File: src/rtl/mem_access_pkg.sv
// Shared types, defaults and byte-lane helpers for the MIPS load/store unit.
// Byte lanes are big-endian: lane 0 is bits [31:24].
package mem_access_pkg;

    localparam int DEFAULT_MEM_WAIT_CYCLES = 5;

    typedef enum logic [2:0] {
        OP_LW  = 3'd0,
        OP_LH  = 3'd1,
        OP_LHU = 3'd2,
        OP_LB  = 3'd3,
        OP_LBU = 3'd4,
        OP_SW  = 3'd5,
        OP_SH  = 3'd6,
        OP_SB  = 3'd7
    } mem_op_t;

    typedef enum logic [2:0] {
        ST_IDLE,
        ST_RD_WAIT,
        ST_RD_CAP,
        ST_WR_WAIT,
        ST_RESP
    } ma_state_t;

    function automatic logic op_is_load(mem_op_t op);
        return op inside {OP_LW, OP_LH, OP_LHU, OP_LB, OP_LBU};
    endfunction

    function automatic logic op_misaligned(mem_op_t op, logic [1:0] lo);
        logic mis;
        mis = 1'b0;
        case (op)
            OP_LW, OP_SW:         mis = (lo != 2'b00);
            OP_LH, OP_LHU, OP_SH: mis = lo[0];
            default:              mis = 1'b0;
        endcase
        return mis;
    endfunction

    function automatic logic [7:0] lane_byte(logic [31:0] word, logic [1:0] lane);
        logic [7:0] b;
        case (lane)
            2'd0:    b = word[31:24];
            2'd1:    b = word[23:16];
            2'd2:    b = word[15:8];
            default: b = word[7:0];
        endcase
        return b;
    endfunction

    function automatic logic [15:0] lane_half(logic [31:0] word, logic [1:0] lane);
        return lane[1] ? word[15:0] : word[31:16];
    endfunction

    function automatic logic [31:0] extend_load(mem_op_t op, logic [31:0] word, logic [1:0] lane);
        logic [7:0]  b;
        logic [15:0] h;
        logic [31:0] r;
        b = lane_byte(word, lane);
        h = lane_half(word, lane);
        case (op)
            OP_LB:   r = {{24{b[7]}}, b};
            OP_LBU:  r = {24'd0, b};
            OP_LH:   r = {{16{h[15]}}, h};
            OP_LHU:  r = {16'd0, h};
            default: r = word;
        endcase
        return r;
    endfunction

    function automatic logic [31:0] merge_store(mem_op_t op, logic [31:0] word,
                                                logic [31:0] data, logic [1:0] lane);
        logic [31:0] r;
        r = word;
        case (op)
            OP_SB: begin
                case (lane)
                    2'd0:    r[31:24] = data[7:0];
                    2'd1:    r[23:16] = data[7:0];
                    2'd2:    r[15:8]  = data[7:0];
                    default: r[7:0]   = data[7:0];
                endcase
            end
            OP_SH: begin
                if (lane[1]) r[15:0]  = data[15:0];
                else         r[31:16] = data[15:0];
            end
            default: r = data;
        endcase
        return r;
    endfunction

endpackage

File: src/rtl/mem_access_unit_byte_lane.sv
// Combinational load extract/extend and sub-word store merge for one memory word.
module mem_byte_lane
    import mem_access_pkg::*;
(
    input  mem_op_t     op,
    input  logic [1:0]  lane,
    input  logic [31:0] mem_word,
    input  logic [31:0] store_data,
    output logic [31:0] load_data,
    output logic [31:0] merged_word
);

    assign load_data   = extend_load(op, mem_word, lane);
    assign merged_word = merge_store(op, mem_word, store_data, lane);

endmodule

File: src/rtl/mem_access_unit.sv
// Load/store unit in front of a slow word memory; holds each strobe for MEM_WAIT_CYCLES.
// Optional one-word read/write buffer enabled by defining MEM_ACCESS_WORD_BUFFER_EN.
module mem_access_unit
    import mem_access_pkg::*;
#(
    parameter int MEM_WAIT_CYCLES = DEFAULT_MEM_WAIT_CYCLES
) (
    input  logic        clock,
    input  logic        reset_n,
    input  logic        req_valid,
    output logic        req_ready,
    input  logic [2:0]  req_op,
    input  logic [31:0] req_addr,
    input  logic [31:0] req_wdata,
    output logic        resp_valid,
    output logic [31:0] resp_rdata,
    output logic        resp_error,
    output logic        mem_read,
    output logic        mem_write,
    output logic [31:0] mem_address,
    output logic [31:0] mem_write_data,
    input  logic [31:0] mem_read_data
);

    localparam int CNT_W = $clog2(MEM_WAIT_CYCLES + 1);
    localparam logic [CNT_W-1:0] WAIT_LOAD = CNT_W'(MEM_WAIT_CYCLES - 1);

    ma_state_t        state, next_state;
    logic [CNT_W-1:0] cnt, next_cnt;
    mem_op_t          op_q;
    logic [31:0]      addr_q, wdata_q, word_q;

    mem_op_t     req_op_e;
    logic        accept, req_mis, buf_hit;
    mem_op_t     lane_op;
    logic [1:0]  lane_sel;
    logic [31:0] lane_word, lane_data, lane_load, lane_merged;

    assign req_op_e = mem_op_t'(req_op);
    assign accept   = req_valid && (state == ST_IDLE);
    assign req_mis  = op_misaligned(req_op_e, req_addr[1:0]);

`ifdef MEM_ACCESS_WORD_BUFFER_EN
    logic        buf_valid;
    logic [29:0] buf_tag;
    logic [31:0] buf_data;

    assign buf_hit = buf_valid && (buf_tag == req_addr[31:2]);

    // The buffer always mirrors the last word that crossed the memory interface.
    always_ff @(posedge clock) begin
        if (!reset_n) begin
            buf_valid <= 1'b0;
            buf_tag   <= '0;
            buf_data  <= '0;
        end else if (state == ST_RD_CAP) begin
            buf_valid <= 1'b1;
            buf_tag   <= addr_q[31:2];
            buf_data  <= mem_read_data;
        end else if (state == ST_WR_WAIT && cnt == '0) begin
            buf_valid <= 1'b1;
            buf_tag   <= addr_q[31:2];
            buf_data  <= word_q;
        end
    end

    // Hits are resolved in IDLE straight from the incoming request.
    always_comb begin
        lane_op   = op_q;
        lane_sel  = addr_q[1:0];
        lane_word = mem_read_data;
        lane_data = wdata_q;
        if (state == ST_IDLE) begin
            lane_op   = req_op_e;
            lane_sel  = req_addr[1:0];
            lane_word = buf_data;
            lane_data = req_wdata;
        end
    end
`else
    assign buf_hit = 1'b0;

    always_comb begin
        lane_op   = op_q;
        lane_sel  = addr_q[1:0];
        lane_word = mem_read_data;
        lane_data = wdata_q;
    end
`endif

    mem_byte_lane u_byte_lane (
        .op          (lane_op),
        .lane        (lane_sel),
        .mem_word    (lane_word),
        .store_data  (lane_data),
        .load_data   (lane_load),
        .merged_word (lane_merged)
    );

    always_ff @(posedge clock) begin
        if (!reset_n) begin
            state <= ST_IDLE;
            cnt   <= '0;
        end else begin
            state <= next_state;
            cnt   <= next_cnt;
        end
    end

    always_comb begin
        next_state = state;
        next_cnt   = cnt;
        case (state)
            ST_IDLE: begin
                if (accept) begin
                    if (req_mis)                                next_state = ST_RESP;
                    else if (req_op_e == OP_SW)                 next_state = ST_WR_WAIT;
                    else if (buf_hit && op_is_load(req_op_e))   next_state = ST_RESP;
                    else if (buf_hit)                           next_state = ST_WR_WAIT;
                    else                                        next_state = ST_RD_WAIT;
                end
            end
            ST_RD_WAIT: begin
                if (cnt == '0) next_state = ST_RD_CAP;
                else           next_cnt   = cnt - CNT_W'(1);
            end
            ST_RD_CAP: next_state = op_is_load(op_q) ? ST_RESP : ST_WR_WAIT;
            ST_WR_WAIT: begin
                if (cnt == '0) next_state = ST_RESP;
                else           next_cnt   = cnt - CNT_W'(1);
            end
            ST_RESP: next_state = ST_IDLE;
            default: next_state = ST_IDLE;
        endcase
        // Every state entry reloads the counter, so a window always lasts a full MEM_WAIT_CYCLES.
        if (next_state != state) begin
            next_cnt = (next_state == ST_RD_WAIT || next_state == ST_WR_WAIT) ? WAIT_LOAD : '0;
        end
    end

    always_ff @(posedge clock) begin
        if (!reset_n) begin
            op_q       <= OP_LW;
            addr_q     <= '0;
            wdata_q    <= '0;
            word_q     <= '0;
            resp_rdata <= '0;
            resp_error <= 1'b0;
        end else begin
            case (state)
                ST_IDLE: begin
                    if (accept) begin
                        op_q    <= req_op_e;
                        addr_q  <= req_addr;
                        wdata_q <= req_wdata;
                        if (req_mis) begin
                            resp_rdata <= '0;
                            resp_error <= 1'b1;
                        end else if (req_op_e == OP_SW) begin
                            word_q <= req_wdata;
                        end else if (buf_hit && op_is_load(req_op_e)) begin
                            resp_rdata <= lane_load;
                            resp_error <= 1'b0;
                        end else if (buf_hit) begin
                            word_q <= lane_merged;
                        end
                    end
                end
                ST_RD_CAP: begin
                    if (op_is_load(op_q)) begin
                        resp_rdata <= lane_load;
                        resp_error <= 1'b0;
                    end else begin
                        word_q <= lane_merged;
                    end
                end
                ST_WR_WAIT: begin
                    if (cnt == '0) begin
                        resp_rdata <= '0;
                        resp_error <= 1'b0;
                    end
                end
                default: ;
            endcase
        end
    end

    assign req_ready      = (state == ST_IDLE);
    assign resp_valid     = (state == ST_RESP);
    assign mem_read       = (state == ST_RD_WAIT);
    assign mem_write      = (state == ST_WR_WAIT);
    assign mem_address    = {addr_q[31:2], 2'b00};
    assign mem_write_data = word_q;

endmodule
File: config.mk
export PLATFORM = sky130hd
export DESIGN_NAME = mem_access_unit
export DESIGN_NICKNAME = d
export VERILOG_FILES = /design/src/rtl/mem_access_pkg.sv /design/src/rtl/mem_access_unit_byte_lane.sv /design/src/rtl/mem_access_unit.sv
export SDC_FILE = /design/constraint.sdc
export NUM_CORES = 1
export LEC_CHECK = 0
export CAP_MARGIN = 10
export CORE_AREA = 2 2 115 139
export CTS_CLUSTER_DIAMETER = 40
export DETAILED_ROUTE_END_ITERATION = 10
export DIE_AREA = 0 0 117 141
export GPL_ROUTABILITY_DRIVEN = 0
export PLACE_DENSITY = 0.85
export SETUP_SLACK_MARGIN = 0.2
export SKIP_CTS_REPAIR_TIMING = 1
export SLEW_MARGIN = 30
export SYNTH_ARGS = -nofsm -noshare
export SYNTH_HDL_FRONTEND = slang
export SYNTH_SLANG_ARGS = --single-unit
export TNS_END_PERCENT = 100
File: constraint.sdc
create_clock -name clock -period 2.5 [get_ports clock]
set_clock_uncertainty 0.15 [all_clocks]
set_input_delay 0.5 -clock clock [delete_from_list [all_inputs] [get_ports clock]]
set_output_delay 0.5 -clock clock [all_outputs]
set_load 0.05 [all_outputs]
==> results of run 1 <==
## synthesized netlist by cell type, types with 2 or more instances
cell type / number / area (sq um)
nand2_1: 184 / 691
dfxtp_1: 138 / 2760
a21oi_1: 104 / 521
nor2_1: 52 / 195
clkbuf_1: 48 / 180
o21ai_0: 44 / 220
buf_4: 33 / 248
mux2i_1: 29 / 290
nor3_1: 27 / 135
nand3_1: 24 / 120
nor2b_1: 22 / 138
o31ai_1: 22 / 165
buf_2: 18 / 90.1
a221o_1: 15 / 150
o22ai_1: 14 / 87.6
a31oi_1: 13 / 81.3
a211oi_1: 12 / 90.1
a21o_1: 11 / 82.6
nand2b_1: 11 / 68.8
inv_1: 10 / 37.5
buf_1: 9 / 33.8
and2_1: 7 / 43.8
nor3b_1: 5 / 37.5
o2111ai_1: 5 / 43.8
o221ai_1: 5 / 43.8
a2111oi_0: 4 / 35.0
a22o_1: 4 / 35.0
o32ai_1: 4 / 35.0
o32ai_2: 4 / 65.1
a21oi_2: 3 / 26.3
o211ai_1: 3 / 22.5
ha_1: 2 / 25.0
nand2_2: 2 / 12.5
nand3b_1: 2 / 15.0
nor4_4: 2 / 42.5
o2111a_1: 2 / 22.5
or3_1: 2 / 12.5
## power by group through the flow
stage / Clock (W) / Combinational, W / Sequential [W]
final: 0.00237 / 0.00172 / 0.00247
after detailed placement: 0 / 0.00167 / 0.00251
after floorplan: 0 / 0.000910 / 0.00267
after global routing: 0.00248 / 0.00183 / 0.00249
after global placement: 0 / 0.00165 / 0.00251
after CTS: 0.00239 / 0.00169 / 0.00247
## cells in the final DEF, fill, tap and decap left out, drive strengths merged, types with 3 or more instances in the layout
| cell type | count |
|---|---|
| nand2b | 11 |
| a2111oi | 5 |
| and2 | 7 |
| o22ai | 14 |
| nand2 | 187 |
| o211ai | 3 |
| o32ai | 8 |
| mux2i | 29 |
| nor3 | 27 |
| a22o | 4 |
| nor2 | 52 |
| a21oi | 107 |
| clkbuf | 20 |
| buf | 58 |
| a31oi | 13 |
| clkdlybuf4s50 | 194 |
| o21ai | 44 |
| a21o | 11 |
| inv | 11 |
| clkinv | 5 |
| dfxtp | 138 |
| a221o | 15 |
| clkinvlp | 6 |
| a211oi | 14 |
| o2111ai | 5 |
| nand3 | 24 |
| o31ai | 22 |
| o221ai | 5 |
| nor2b | 22 |
| nor3b | 6 |
## registers in the layout, summed over array words and instances (netlist names)
register and cells:
lane_data 32, cnt 3, mem_write_data 32, addr_q 32
lane_op 3, state 3, resp_rdata 32, resp_error 1
## metrics by stage
| stage | area [sq um] | power, W |
|---|---|---|
| 2_1_floorplan | 7180 | 0.00358 |
| 3_3_place_gp | 9310 | 0.00416 |
| 3_5_place_dp | 9310 | 0.00419 |
| 4_1_cts | 9870 | 0.00654 |
| 5_1_grt | 9950 | 0.00680 |
| 6_report | 9950 | 0.00656 |
## cell families (layout without fill, tap and decap cells)
| logic type | after synthesis | count (layout) | synth area share |
|---|---|---|---|
| AND/OR/NAND/NOR | 346 | 346 | 0.219 |
| AO/OA/AOI/OAI | 280 | 280 | 0.262 |
| flip-flops | 138 | 138 | 0.386 |
| buffers and inverters | 121 | 296 | 0.0849 |
| multiplexers | 30 | 30 | 0.0421 |
| adder cells (fa/ha/maj) | 2 | 2 | 0.00349 |
| XOR/XNOR | 2 | 2 | 0.00245 |
| other | 1 | 2 | 0.000523 |
## routing by layer
layer | global-route usage | vias up | wire (microns)
li1 | - | 3540 | -
met1 | 0.329 | 3447 | 8940
met2 | 0.471 | 435 | 11100
met3 | 0.0886 | 102 | 2130
met4 | 0.134 | 0 | 1190
met5 | 0 | - | 0
## cell type report
type	instances	area [sq um]	area share
sequential	138	2770	0.278
clock buffer	20	457	0.0459
timing repair buffer	253	2470	0.248
clock inverter	11	98.8	0.00993
multi-input combinational	662	3850	0.387
tap	208	260	0.0262
inverter	12	45.0	0.00453
## worst max-delay path by stage
stage / from / to / depth (start not counted)
final: mem_write_data[2] / mem_write_data[2] / 1
after CTS: cnt[0] / resp_rdata[0] / 9
after global placement: req_op[1] / resp_rdata[6] / 7
after detailed placement: req_op[1] / mem_write_data[3] / 8
after floorplan: state[2] / resp_rdata[6] / 8
after global routing: cnt[0] / resp_rdata[3] / 10
==> metrics.cfg, run 1 <==
[status]
status = finished clean

[critical_path]
r2r_end = resp_rdata[4]
cp.arrival_ps = 1640
max_stage_delay_ps = 820
r2r_slack_ps = 270
r2r_start = lane_op[0]
critPathCaptureType = output port
path_buf_inv = 1
cp_slowest_cell = clkdlybuf4s50_1
r2r_cells = 7
critPathMaxFanout = 2
start_kind = flop
worstPathRequired_ps = 1850
critical-path-top-delay-family = buffers and inverters
critPathKind = reg -> out
path_cells = clkdlybuf4s50_1

[power_and_ir_drop]
p_switching_w = 0.00214
netSwitchingFraction = 0.327
combPwrFrac = 0.261
p_clk_frac = 0.362
p_int_w = 0.00442
seqPwrFrac = 0.377
ir_worst_vdd_mv = 0.496
p_leak_nw = 3.71
pwr_density_cell_nw_per_um2 = 659

[synth]
ys_ff_latch = 138
seq_area_frac_synth = 0.386
netlist_area_sq_um = 7160
synth_edf_count = 0
avgSynthCellArea_sq_um = 7.79
dominantRegCellSynth = dfxtp_1
ys_types = 61
synthArstFlopShare = 0
yosysWarnings = 0
synth_cells = 920

[detailed_routing]
first_pass_iters = 5
wl_per_cell_microns = 17.9
finalWirelength_mm = 23.4
num_vias = 7524
viasPerCell = 5.77
final_antenna_net_count = 0
dr.first_iter.drc_count = 687
drc_errors = 0

[sta]
fin_ws_ps = 209
fin_tns_setup_ps = 0
timing.final.crit_period_ps = 2290
hold_violations = 0
hold_ws_ps = 298
period_share = 0.917
worstMarginPinSlew_ps = 713
drv_slew = 0
slew_headroom = 0.525
setup_violations = 0
fmaxAchievable_mhz = 436
rsz0062_at_grt = no

[min_path]
hp-start = reset_n
holdPathEnd = addr_q[10]
hold_class = in -> reg
hold_depth = 3

[clock_network]
clk_path_buf_depth = 2
cts_tree = built
cts_sinks = 138
clk_pin_slew_ps = 60
htreeDepth = 4
clockRootBuffer = clkbuf_16
clk_latency_ps = 430
cts_made_buffers = 17

[placement]
dp_slack_ps = -113
dpl.hpwl_mm = 16.7
numPortBuffers = 200
dp_cells = 1268

[floorplan]
die_x_microns = 117
core_area_sq_um = 15300
die_area_sq_um = 16500
start_util = 0.467
dieHeight_microns = 141
num_rows = 50
io_pins = 203

[cells_and_area]
fill_cells = 1259
instances_no_fill = 1304
nets = 1188
area_delta_synth_final_pct = 38.9
antennaDiodeCount = 0
final_util = 0.649
drive_gt1_frac = 0.114

[grt]
grt_pass1_vias = 7145
grt-ovfl-total = 0
grt_max_degree = 38
grt_first_pass_wirelength_mm = 36.7
grt_usage = 0.284
antenna_found_initial = 0

[job]
maxCapViolations = 0

Power figures use the tool's default switching activity.
==> inputs of run 2 (changes only) <==
--- a/config.mk
+++ b/config.mk
@@ -5,13 +5,14 @@
 export SDC_FILE = /design/constraint.sdc
 export NUM_CORES = 1
 export LEC_CHECK = 0
+export ABC_AREA = 0
 export CAP_MARGIN = 10
-export CORE_AREA = 2 2 115 139
+export CORE_AREA = 2 2 113 137
 export CTS_CLUSTER_DIAMETER = 40
 export DETAILED_ROUTE_END_ITERATION = 10
-export DIE_AREA = 0 0 117 141
+export DIE_AREA = 0 0 115 139
 export GPL_ROUTABILITY_DRIVEN = 0
-export PLACE_DENSITY = 0.85
+export PLACE_DENSITY = 0.88
 export SETUP_SLACK_MARGIN = 0.2
 export SKIP_CTS_REPAIR_TIMING = 1
 export SLEW_MARGIN = 30
==> constraint.sdc (replaced) <==
create_clock -name clock -period 2.65 [get_ports clock]
set_clock_uncertainty 0.15 [all_clocks]
set_input_delay 0.53 -clock clock [delete_from_list [all_inputs] [get_ports clock]]
set_output_delay 0.53 -clock clock [all_outputs]
set_load 0.05 [all_outputs]
==> metrics.cfg, run 2 (synthesis results as in run 1) <==
[status]
status = finished clean  ; unchanged

[detailed_routing]
finalWirelength_mm = 23.5  ; was 23.4 mm
final_antenna_net_count = 0  ; unchanged
drc_errors = 0  ; unchanged
wl_per_cell_microns = 18.7  ; was 17.9 microns
viasPerCell = 5.94  ; was 5.77
first_pass_iters = 9  ; was 5
dr.first_iter.drc_count = 744  ; was 687
num_vias = 7493  ; was 7524

[cells_and_area]
nets = 1176  ; was 1188
drive_gt1_frac = 0.0913  ; was 0.114
instances_no_fill = 1262  ; was 1304
antennaDiodeCount = 0  ; unchanged
stdcell_area_sq_um = 9730  ; was 9950 sq um
layout_common_cells = clkdlybuf4s50_1, nand2_1, dfxtp_1  ; unchanged
final_common_cell = clkdlybuf4s50_1  ; unchanged
area_delta_synth_final_pct = 35.9  ; was 38.9%

[critical_path]
critPathKind = reg -> out  ; unchanged
worstPathRequired_ps = 1970  ; was 1850 ps
cp.arrival_ps = 1650  ; was 1640 ps
critPathMaxFanout = 12  ; was 2
critPathCaptureType = output port  ; unchanged
start_kind = flop  ; unchanged

[grt]
grt_first_pass_wirelength_mm = 36.1  ; was 36.7 mm
grt_pass1_vias = 6937  ; was 7145
antenna_found_initial = 0  ; unchanged
grt_max_degree = 47  ; was 38
grt_usage = 0.288  ; was 0.284
grt-ovfl-total = 0  ; unchanged

[sta]
worstMarginPinSlew_ps = 564  ; was 713 ps
hold_ws_ps = 243  ; was 298 ps
rsz0062_at_grt = no  ; unchanged
fin_tns_setup_ps = 0  ; unchanged
hold_violations = 0  ; unchanged
timing.final.crit_period_ps = 2330
period_share = 0.877
drv_slew = 0  ; unchanged
fmaxAchievable_mhz = 430
setup_violations = 0  ; unchanged
slew_headroom = 0.623  ; was 0.525

[floorplan]
start_util = 0.487  ; was 0.467
io_pins = 203  ; unchanged
die_x_microns = 115  ; was 117 microns
dieHeight_microns = 139  ; was 141 microns
die_area_sq_um = 16000  ; was 16500 sq um
num_rows = 49  ; was 50
core_area_sq_um = 14700  ; was 15300 sq um

[placement]
dpl.hpwl_mm = 16.6  ; was 16.7 mm
place_area_sq_um = 9160  ; was 9310 sq um
numPortBuffers = 200  ; unchanged
dp_cells = 1229  ; was 1268

[power_and_ir_drop]
pwr_density_cell_nw_per_um2 = 639  ; was 659 nW/um^2
p_leak_nw = 3.61  ; was 3.71 nW
ir_worst_vdd_mv = 0.408  ; was 0.496 mV

[clock_network]
clk_pin_slew_ps = 60  ; about the same
cts_made_buffers = 17  ; unchanged
clockRootBuffer = clkbuf_16  ; unchanged
cts_sinks = 138  ; unchanged
cts_tree = built  ; unchanged
clk_path_buf_depth = 2  ; unchanged
clk_latency_ps = 440  ; was 430 ps
htreeDepth = 4  ; unchanged

[job]
maxCapViolations = 0  ; unchanged

[min_path]
hold_class = in -> reg  ; unchanged

[run 2: cell count changes in the layout (fill, tap and decap cells not counted), moves of 3 or more]
cell | previous run | this run
buf_12 | 6 | 3
buf_4 | 49 | 42
clkbuf_1 | 1 | 4
clkinvlp_4 | 6 | 2
dfxtp_1 | 134 | 137
dfxtp_2 | 4 | 1
nor3b_1 | 2 | 5
nor3b_2 | 3 | 0
[run 2: report_power, final]
part | switching, W | leakage (nW) | internal, W | total (W)
clock network | 0.000890 | 0.273 | 0.00142 | 0.00231
logic | 0.000991 | 2.21 | 0.000594 | 0.00159
registers | 0.000112 | 1.13 | 0.00222 | 0.00233
total | 0.00199 | 3.61 | 0.00423 | 0.00622
[run 2: layout make-up]
| cell class | instances | area (sq um) |
|---|---|---|
| multi-input cells | 662 | 3810 |
| repair buffers | 241 | 2330 |
| clock buffers | 23 | 468 |
| clock inverters | 8 | 95.1 |
| fillers | 1183 | 4980 |
| inverters | 12 | 45.0 |
| flip-flops and latches | 138 | 2760 |
| well taps | 178 | 223 |
[run 2: critical path, cell delays in order (launching register included)]
cell and delay, ps:
dfxtp_1 440, or3_1 450, inv_2 110, buf_4 210
[run 2: path summary, 6_finish.rpt]
kind / start / endpoint / slack [ps] / cells past startpoint
max: state[0] / req_ready / 320 / 3
min: reset_n / resp_rdata[26] / 240 / 3
max reg2reg: lane_op[2] / resp_rdata[0] / 340 / 5
min reg2reg: resp_rdata[13] / resp_rdata[13] / 300 / 2
[run 2: through the flow]
step / setup slack [ps] / utilization / total power, W
2_1_floorplan: 234 / - / 0.00337
3_3_place_gp: 26.0 / 0.622 / 0.00390
6_report: 325 / 0.662 / 0.00622
5_1_grt: 211 / 0.662 / 0.00644
4_1_cts: 200 / 0.661 / 0.00621
3_5_place_dp: -19.0 / 0.622 / 0.00393
[run 2: routing by layer]
layer	part of all wire	track usage	up-vias
met5	0	0	-
met4	0.058	0.162	0
met3	0.096	0.0913	86
met2	0.46	0.450	448
met1	0.39	0.346	3448
li1	-	-	3511
==> inputs of run 3 (changes only) <==
--- a/config.mk
+++ b/config.mk
@@ -7,16 +7,17 @@
 export LEC_CHECK = 0
 export ABC_AREA = 0
 export CAP_MARGIN = 10
-export CORE_AREA = 2 2 113 137
+export CORE_AREA = 2 2 115 139
 export CTS_CLUSTER_DIAMETER = 40
 export DETAILED_ROUTE_END_ITERATION = 10
-export DIE_AREA = 0 0 115 139
+export DIE_AREA = 0 0 117 141
 export GPL_ROUTABILITY_DRIVEN = 0
-export PLACE_DENSITY = 0.88
+export MAX_ROUTING_LAYER = met4
+export PLACE_DENSITY = 0.85
 export SETUP_SLACK_MARGIN = 0.2
 export SKIP_CTS_REPAIR_TIMING = 1
 export SLEW_MARGIN = 30
 export SYNTH_ARGS = -nofsm -noshare
 export SYNTH_HDL_FRONTEND = slang
 export SYNTH_SLANG_ARGS = --single-unit
-export TNS_END_PERCENT = 100
+export TNS_END_PERCENT = 5
==> constraint.sdc (replaced) <==
create_clock -name clock -period 2.15 [get_ports clock]
set_clock_uncertainty 0.15 [all_clocks]
set_input_delay 0.43 -clock clock [delete_from_list [all_inputs] [get_ports clock]]
set_output_delay 0.43 -clock clock [all_outputs]
set_load 0.05 [all_outputs]
==> metrics.cfg, run 3 (synthesis results as in run 1) <==
[status]
status = complete, but fails checks  ; was finished clean
violations = setup timing

[critical_path]
r2r_start = state[2]  ; was lane_op[2]
max_stage_delay_ps = 440  ; was 450 ps
cp.arrival_ps = 2380  ; was 1650 ps
critical-path-top-delay-family = compound AO/OA/AOI/OAI gates  ; was simple AND/OR/NAND/NOR gates
start_kind = flop  ; unchanged
path_buf_inv = 2  ; unchanged
cp_slowest_cell = or3_4  ; was or3_1
worstPathRequired_ps = 2340  ; was 1970 ps
r2r_cells = 7  ; was 5
critPathMaxFanout = 14  ; was 12
r2r_slack_ps = -30  ; was 340 ps
path_cells = or3_4, inv_8, a21oi_4, a211oi_4, nand2_2, buf_12, o32ai_2  ; was or3_1, inv_2, buf_4
r2r_end = mem_write_data[1]  ; was resp_rdata[0]
critPathCaptureType = flop  ; was output port
critPathKind = reg -> reg  ; was reg -> out

[detailed_routing]
num_vias = 8294  ; was 7493
viasPerCell = 6.13  ; was 5.94
final_antenna_net_count = 0  ; unchanged
drc_errors = 0  ; unchanged
dr.first_iter.drc_count = 973  ; was 744
wl_per_cell_microns = 21.0  ; was 18.7 microns
first_pass_iters = 5  ; was 9
finalWirelength_mm = 28.4  ; was 23.5 mm

[cells_and_area]
fill_cells = 945  ; was 1183
instances_no_fill = 1353  ; was 1262
final_util = 0.750  ; was 0.662
antennaDiodeCount = 0  ; unchanged
multi_input_area_sq_um = 4620  ; was 3810 sq um
final-seq-area_sq_um = 2790  ; was 2760 sq um
drive_gt1_frac = 0.264  ; was 0.0913
stdcell_area_sq_um = 11500  ; was 9730 sq um
nets = 1236  ; was 1176
area_delta_synth_final_pct = 60.4  ; was 35.9%
final_common_cell = nand2_1  ; was clkdlybuf4s50_1
layout_common_cells = nand2_1, dfxtp_1, buf_4  ; was clkdlybuf4s50_1, nand2_1, dfxtp_1

[clock_network]
clockRootBuffer = clkbuf_16  ; unchanged
clk_path_buf_depth = 2  ; unchanged
htreeDepth = 4  ; unchanged
cts_tree = built  ; unchanged
cts_sinks = 138  ; unchanged
clk_latency_ps = 440  ; about the same
cts_made_buffers = 17  ; unchanged
clk_pin_slew_ps = 60  ; about the same

[job]
maxCapViolations = 0  ; unchanged

[sta]
slew_headroom = 0.534  ; was 0.623
timing.final.crit_period_ps = 2180
fin_ws_ps = -33.6  ; was 325 ps
drv_slew = 0  ; unchanged
period_share = 1.02
setup_violations = 5  ; was 0
worstMarginPinSlew_ps = 698  ; was 564 ps
rsz0062_at_grt = yes  ; was no
fmaxAchievable_mhz = 458
hold_violations = 0  ; unchanged

[grt]
grt_max_degree = 52  ; was 47
grt-ovfl-total = 0  ; unchanged
grt_usage = 0.298  ; was 0.288
grt_first_pass_wirelength_mm = 37.2  ; was 36.1 mm
grt_pass1_vias = 7329  ; was 6937
antenna_found_initial = 0  ; unchanged

[floorplan]
die_area_sq_um = 16500  ; was 16000 sq um
num_rows = 50  ; was 49
die_x_microns = 117  ; was 115 microns
core_area_sq_um = 15300  ; was 14700 sq um
dieHeight_microns = 141  ; was 139 microns
start_util = 0.467  ; was 0.487
io_pins = 203  ; unchanged

[min_path]
hold_class = reg -> reg  ; was in -> reg
holdPathEnd = addr_q[7]  ; was resp_rdata[26]
hold_depth = 2  ; was 3
hp-start = addr_q[7]  ; was reset_n

[power_and_ir_drop]
pwr_density_cell_nw_per_um2 = 729  ; was 639 nW/um^2
p_leak_nw = 5.31  ; was 3.61 nW
ir_worst_vdd_mv = 0.528  ; was 0.408 mV

[placement]
dp_cells = 1301  ; was 1229
place_area_sq_um = 9560  ; was 9160 sq um
numPortBuffers = 200  ; unchanged
dpl.hpwl_mm = 17.3  ; was 16.6 mm
dp_slack_ps = -436  ; was -19.0 ps

-- run 3: cell count changes in the layout (fill, tap and decap cells not counted), moves of 14 or more --
cell	delta
clkdlybuf4s50_1	-96
dlymetal6s2s_1	+62
buf_4	+58
buf_6	+16
nand3_1	-16
buf_12	+14
o31ai_1	-14
-- run 3: worst max path at each step --
stage,start,cells after the start,end
2_1_floorplan,cnt[0],8,cnt[2]
4_1_cts,lane_op[2],8,resp_rdata[4]
5_1_grt,state[1],7,mem_write_data[1]
3_5_place_dp,req_op[1],7,resp_rdata[4]
6_report,state[2],7,mem_write_data[1]
3_3_place_gp,req_op[1],7,resp_rdata[5]
-- run 3: per-layer routing --
metal  vias to the layer above  GRT usage  wire length [microns]
met1                      3836      0.350                  10000
li1                       3652          -                      -
met2                       615      0.458                  13500
met4                         0      0.172                   2100
met5                         -          -                      0
met3                       191     0.0765                   2730
-- run 3: tightest hold or removal path, stage by stage, from the launching register on --
cell,delay [ps]
dfxtp_1,300
nand2_1,50
a21oi_1,50
-- run 3: layout make-up --
type                    count  area share
flip-flops and latches    138       0.243
multi-input cells         662       0.402
well taps                 208      0.0226
clock inverters            13      0.0149
inverters                  12     0.00490
clock buffers              19      0.0377
repair buffers            301       0.275
-- run 3: report_power, final --
group	switching (W)	internal, W	leakage [nW]
Clock	0.00119	0.00183	0.288
Sequential	0.000147	0.00273	1.13
Combinational	0.00149	0.000983	3.89
-- run 3: through the flow --
stage | hold slack, ps | TNS [ps] | total power, W
global placement | 290 | -14940 | 0.00492
CTS | 302 | -1560 | 0.00795
global route | 320 | -397 | 0.00863
finish | 299 | -64.6 | 0.00837
detailed placement | 294 | -18750 | 0.00495
floorplan | 283 | 0 | 0.00420
